$ cat src/rtl/regfile_dump_reader_pkg.sv
// Shared definitions for the register-file dump reader.
//   XLEN     : width of one architectural register
//   AW       : register index width
//   NUM_REGS : number of registers in the file
//   state_e  : reader FSM state encoding
package regfile_dump_reader_pkg;

    localparam int unsigned XLEN     = 32;
    localparam int unsigned AW       = 5;
    localparam int unsigned NUM_REGS = 32;

    typedef enum logic [1:0] {
        StIdle   = 2'd0,
        StFetch  = 2'd1,
        StSend   = 2'd2,
        StFinish = 2'd3
    } state_e;

endpackage

$ cat src/rtl/regfile_dump_reader.sv
// Walks an inclusive index range of the register file through one combinational read port and
// streams (index, value, last) words over a valid/ready interface.
//
// Ports:
//   clk, rst              clock; asynchronous active-high reset
//   start                 one-cycle dump request, honoured only when idle
//   first_idx, last_idx   inclusive index range, captured when start is accepted
//   abort                 drop an active dump and return to idle without a done pulse
//   rf_raddr / rf_rdata   dedicated register-file read port (address out, data in)
//   out_valid/out_ready   stream handshake; out_idx, out_data, out_last carry the word
//   busy                  reader is not idle
//   done                  one-cycle pulse when a dump completes (also on a rejected range)
//   range_err             one-cycle pulse when start is accepted with first_idx > last_idx
module regfile_dump_reader
    import regfile_dump_reader_pkg::*;
(
    input  logic            clk,
    input  logic            rst,
    input  logic            start,
    input  logic [AW-1:0]   first_idx,
    input  logic [AW-1:0]   last_idx,
    input  logic            abort,
    output logic [AW-1:0]   rf_raddr,
    input  logic [XLEN-1:0] rf_rdata,
    output logic            out_valid,
    input  logic            out_ready,
    output logic [AW-1:0]   out_idx,
    output logic [XLEN-1:0] out_data,
    output logic            out_last,
    output logic            busy,
    output logic            done,
    output logic            range_err
);

    state_e            state_q, state_d;
    logic [AW-1:0]     cur_q, cur_d;
    logic [AW-1:0]     end_idx_q, end_idx_d;
    logic              valid_q, valid_d;
    logic [AW-1:0]     idx_q, idx_d;
    logic [XLEN-1:0]   data_q, data_d;
    logic              last_q, last_d;
    logic              done_q, done_d;
    logic              range_err_q, range_err_d;

    always_comb begin
        state_d     = state_q;
        cur_d       = cur_q;
        end_idx_d   = end_idx_q;
        valid_d     = valid_q;
        idx_d       = idx_q;
        data_d      = data_q;
        last_d      = last_q;
        done_d      = 1'b0;
        range_err_d = 1'b0;

        unique case (state_q)
            StIdle: begin
                // abort in the same cycle as start suppresses the request
                if (start && !abort) begin
                    if (first_idx <= last_idx) begin
                        cur_d     = first_idx;
                        end_idx_d = last_idx;
                        state_d   = StFetch;
                    end else begin
                        range_err_d = 1'b1;
                        done_d      = 1'b1;
                    end
                end
            end
            StFetch: begin
                data_d  = rf_rdata;
                idx_d   = cur_q;
                last_d  = (cur_q == end_idx_q);
                valid_d = 1'b1;
                state_d = StSend;
            end
            StSend: begin
                if (out_ready) begin
                    valid_d = 1'b0;
                    if (last_q) begin
                        // last word ends the walk, so cur never wraps past 31
                        done_d  = 1'b1;
                        state_d = StFinish;
                    end else begin
                        cur_d   = cur_q + AW'(1);
                        state_d = StFetch;
                    end
                end
            end
            StFinish: begin
                state_d = StIdle;
            end
        endcase

        // done is registered on entry to FINISH, so an abort there cannot retract it
        if (abort && (state_q != StIdle)) begin
            state_d = StIdle;
            valid_d = 1'b0;
            done_d  = 1'b0;
        end
    end

    always_ff @(posedge clk or posedge rst) begin
        if (rst) begin
            state_q     <= StIdle;
            cur_q       <= '0;
            end_idx_q   <= '0;
            valid_q     <= 1'b0;
            idx_q       <= '0;
            data_q      <= '0;
            last_q      <= 1'b0;
            done_q      <= 1'b0;
            range_err_q <= 1'b0;
        end else begin
            state_q     <= state_d;
            cur_q       <= cur_d;
            end_idx_q   <= end_idx_d;
            valid_q     <= valid_d;
            idx_q       <= idx_d;
            data_q      <= data_d;
            last_q      <= last_d;
            done_q      <= done_d;
            range_err_q <= range_err_d;
        end
    end

    // cur only moves on an accepted start or a transfer, so the read address is glitch-free
    assign rf_raddr  = cur_q;
    assign out_valid = valid_q;
    assign out_idx   = idx_q;
    assign out_data  = data_q;
    assign out_last  = last_q;
    assign busy      = (state_q != StIdle);
    assign done      = done_q;
    assign range_err = range_err_q;

endmodule
$ cat config.mk
export PLATFORM = sky130hd
export DESIGN_NAME = regfile_dump_reader
export DESIGN_NICKNAME = d
export VERILOG_FILES = /design/src/rtl/regfile_dump_reader_pkg.sv /design/src/rtl/regfile_dump_reader.sv
export SDC_FILE = /design/constraint.sdc
export NUM_CORES = 1
export LEC_CHECK = 0
export ABC_AREA = 1
export CAP_MARGIN = 0
export CORE_UTILIZATION = 30
export CTS_BUF_LIST = sky130_fd_sc_hd__clkbuf_16
export DETAILED_ROUTE_END_ITERATION = 8
export SLEW_MARGIN = 30
export SYNTH_ARGS = -nofsm -noshare
export SYNTH_HDL_FRONTEND = slang
export SYNTH_SLANG_ARGS = --single-unit
export TNS_END_PERCENT = 50
$ cat constraint.sdc
create_clock -name clk -period 2.3 [get_ports clk]
set_input_delay 0.69 -clock clk [delete_from_list [all_inputs] [get_ports clk]]
set_output_delay 0.69 -clock clk [all_outputs]
set_load 0.005 [all_outputs]
==> run_results.csv <==
group,metric,value,unit
floorplanning,rows,33,
clock_tree,cts_num_sinks,53,
clock_tree,hold_buffers,0,
clock_tree,cts_tree,"yes",
detailed_routing,routed_via_count,1903,
floorplanning,die_height,94.29,µm
synth,yosysWarningCount,0,
setup_path,worst_ep_required_time,1.61,ns
sta,fin_hold_ws,0.4904,ns
global_routing,grt_start_max_net_pins,54,
sta,finalMaxSlewViolations,0,
clock_tree,post_cts_resize_count,0,
placed_design,placed_cell_area,3610,µm²
clock_tree,postCtsSetupRepairBufs,0,
synth,post_synth.cell_area_avg,11.46,µm²
clock_tree,clk_path_buf_depth,2,
placed_design,routabilityCongestion,0.8115,
layout,antenna-diode-count,0,
global_routing,first_global_vias,1850,
layout,share_of_final_layout_standard_cells_stronger_than_drive_strength_1,19.20,%
setup_path,crit_path_end_kind,"output port",
synth,yosys_most_used_dff,"sky130_fd_sc_hd__dfrtp_1",
power_and_ir_drop,power_leakage,1.782,nW
synth,syn-cell-area,2555,µm²
synth,sequential_fraction_of_the_synthesis_area,51.91,%
floorplanning,die_area,8890,µm²
detailed_routing,drt_first_iter_violations,54,
clock_tree,clk_transition_reported_paths,0.07,ns
sta,unrepaired_setup_endpoints_after_global_routing,"no",
synth,synth-async-reset-ratio,100.0,%
clock_tree,cts_root_buf,"sky130_fd_sc_hd__clkbuf_16",
sta,top_achievable_clock_speed,448.5,MHz
placed_design,placed_cells_incl_taps,420,
synth,yosysUniqueCellTypes,26,
setup_path,highest_net_fanout_along_the_worst_path,5,
power_and_ir_drop,fin_total_pwr,4.868,mW
setup_path,worst-endpoint-arrival,1.54,ns
detailed_routing,wl_per_cell,13.21,µm
global_routing,antenna_found_initial,0,
global_routing,grt_pass1_wl,8921,µm
sta,finalSetupViolations,0,
detailed_routing,firstDrtPassIters,4,
setup_path,crit_path_start_kind,"register",
layout,n_fill_cell,803,
power_and_ir_drop,worst_ir_drop_vdd,0.4472,mV
placed_design,place.detailed.hpwl,4094,µm
sta,fin_worst_skew,0.002959,ns
global_routing,global_route.usage.total,12.99,%
power_and_ir_drop,cellPowerDensity,1294,nW/µm²
setup_path,critical_path_class,"reg -> out",
synth,synth.ff_latch_count,53,
floorplanning,core,8217,µm²
detailed_routing,via_cell_ratio,4.446,
clock_tree,cts-htree-levels,2,
sta,worstMarginPinSlew,0.7560,ns
clock_tree,clkLatencyLatePin,0.28,ns
layout,final_cell_count_no_fill,428,
layout,design.final.nets,375,
hold_path,min-delay-path-class,"reg -> reg",
layout,final_design_instance_area_without_fill,3762,µm²
detailed_routing,totalWireLength,5654,µm
placed_design,io_buffer_count,93,
clock_tree,cts_made_buffers,5,
global_routing,globalRoute.totalOverflow,0,
sta,layout_min_cycle_time,2.230,ns
synth,number_of_enable_type_register_cells_in_the_synthesized_netlist,0,
outcome,run_status,"completed",
job,cap_violations,0,
layout,flow.area_growth_from_synthesis,47.26,%
sta,final_hold_violating_endpoints,0,
sta,setup_total_negative_slack,0,ns
sta,max-slew-margin-rel,49.60,%
synth,synth.net_count,276,
floorplanning,die_width,94.29,µm
detailed_routing,drcViolationCount,0,
synth,postSynthCellCount,223,
sta,timing.final.crit_share,96.94,%
detailed_routing,route.antenna.remaining_nets,0,
floorplanning,boundaryPins,94,
floorplanning,initial_utilization,31.09,%
## area by class of cell
cell class | count | area [µm²] | share of cell area (%)
Sequential cell | 53 | 1326 | 35.25
Inverter | 21 | 81.33 | 2.162
Tap cell | 105 | 131.4 | 3.492
Timing Repair Buffer | 97 | 973.4 | 25.87
Clock inverter | 3 | 22.52 | 0.5986
Clock buffer | 5 | 125.1 | 3.326
Multi-Input combinational cell | 144 | 1102 | 29.30
## through the flow
step,utilization (%),setup slack (ns)
floorplan,-,0.3238
global placement,43.93,-0.007467
detailed placement,43.93,-0.09491
CTS,45.73,0.01082
global route,45.79,0.005753
finish,45.79,0.07047
## worst max-delay path: stages (launching register included)
cell                              delay [ns]
sky130_fd_sc_hd__dfrtp_1                0.54
sky130_fd_sc_hd__nor2_4                 0.08
sky130_fd_sc_hd__inv_1                  0.12
sky130_fd_sc_hd__clkdlybuf4s50_1        0.52
## cells in the mapped netlist (6+ instances only)
library cell	n	area [µm²]
sky130_fd_sc_hd__mux2_4	30	450.4
sky130_fd_sc_hd__o21ai_0	10	50.05
sky130_fd_sc_hd__inv_1	19	71.32
sky130_fd_sc_hd__dfrtp_1	53	1326
sky130_fd_sc_hd__nand2_1	49	183.9
sky130_fd_sc_hd__nor2_1	7	26.28
sky130_fd_sc_hd__nand3_1	13	65.06
sky130_fd_sc_hd__ha_1	6	75.07
## sequential cells by signal (all words and copies together) (netlist names)
register and cells:
rf_raddr 5, out_last 1, done 1, out_valid 1, out_data 32, end_idx_q 5
state_q 2, out_idx 5, range_err 1
## report_power, final
part | switching (mW) | internal (mW) | leakage, nW
Combinational | 0.869 | 1.54 | 1.07
Sequential | 0.323 | 1.39 | 0.640
Clock | 0.338 | 0.406 | 0.0738
Total | 1.53 | 3.34 | 1.78
## cells in the final DEF, fill, tap and decap left out
cell type and n:
sky130_fd_sc_hd__ha_1 6, sky130_fd_sc_hd__o22ai_1 1, sky130_fd_sc_hd__buf_4 3, sky130_fd_sc_hd__clkbuf_16 5
sky130_fd_sc_hd__buf_12 1, sky130_fd_sc_hd__inv_2 2, sky130_fd_sc_hd__clkinv_4 2, sky130_fd_sc_hd__clkinv_2 1
sky130_fd_sc_hd__nor2_1 7, sky130_fd_sc_hd__mux2_4 30, sky130_fd_sc_hd__inv_4 1, sky130_fd_sc_hd__nand2_2 3
sky130_fd_sc_hd__nor2_4 5, sky130_fd_sc_hd__nand3_4 1, sky130_fd_sc_hd__clkdlybuf4s50_1 93, sky130_fd_sc_hd__xnor2_1 1
sky130_fd_sc_hd__xor2_1 1, sky130_fd_sc_hd__nand2_4 2, sky130_fd_sc_hd__o21ai_0 10, sky130_fd_sc_hd__nand2_1 49
sky130_fd_sc_hd__nor3_2 1, sky130_fd_sc_hd__a21oi_1 4, sky130_fd_sc_hd__o21ai_1 4, sky130_fd_sc_hd__dfrtp_1 53
sky130_fd_sc_hd__a22oi_1 1, sky130_fd_sc_hd__inv_1 18, sky130_fd_sc_hd__nand3_1 13, sky130_fd_sc_hd__mux2_2 4
sky130_fd_sc_hd__nand3_2 1
## per-layer routing
layer | share of wire [%] | GRT usage, %
met5 | 0 | 0
met4 | 1.5 | 5.385
met3 | 5.1 | 2.023
met2 | 47 | 20.47
met1 | 47 | 17.64
## cell families (layout without fill, tap and decap cells)
group,Yosys count,in the layout,synth area share [%]
adder cells (fa/ha/maj),6,6,2.938
multiplexers,34,34,19.39
XOR/XNOR,2,2,0.6857
AND/OR/NAND/NOR,82,82,15.87
buffers and inverters,26,126,5.142
AO/OA/AOI/OAI,20,20,4.065
flip-flops,53,53,51.91
## path summary, 6_finish.rpt
path	startpoint	to	slack, ns	cells past startpoint
setup / recovery	state_q[0]	busy	0.07	3
hold reg to reg	out_idx[3]	out_idx[3]	0.49	2
min in group asynchronous	rst	out_data[30]	0.78	3
setup reg to reg	state_q[0]	out_data[12]	0.65	2
hold / removal	out_idx[3]	out_idx[3]	0.49	2
max in group asynchronous	rst	out_data[5]	1.29	3
No activity file was read; power rests on OpenSTA's default activity.
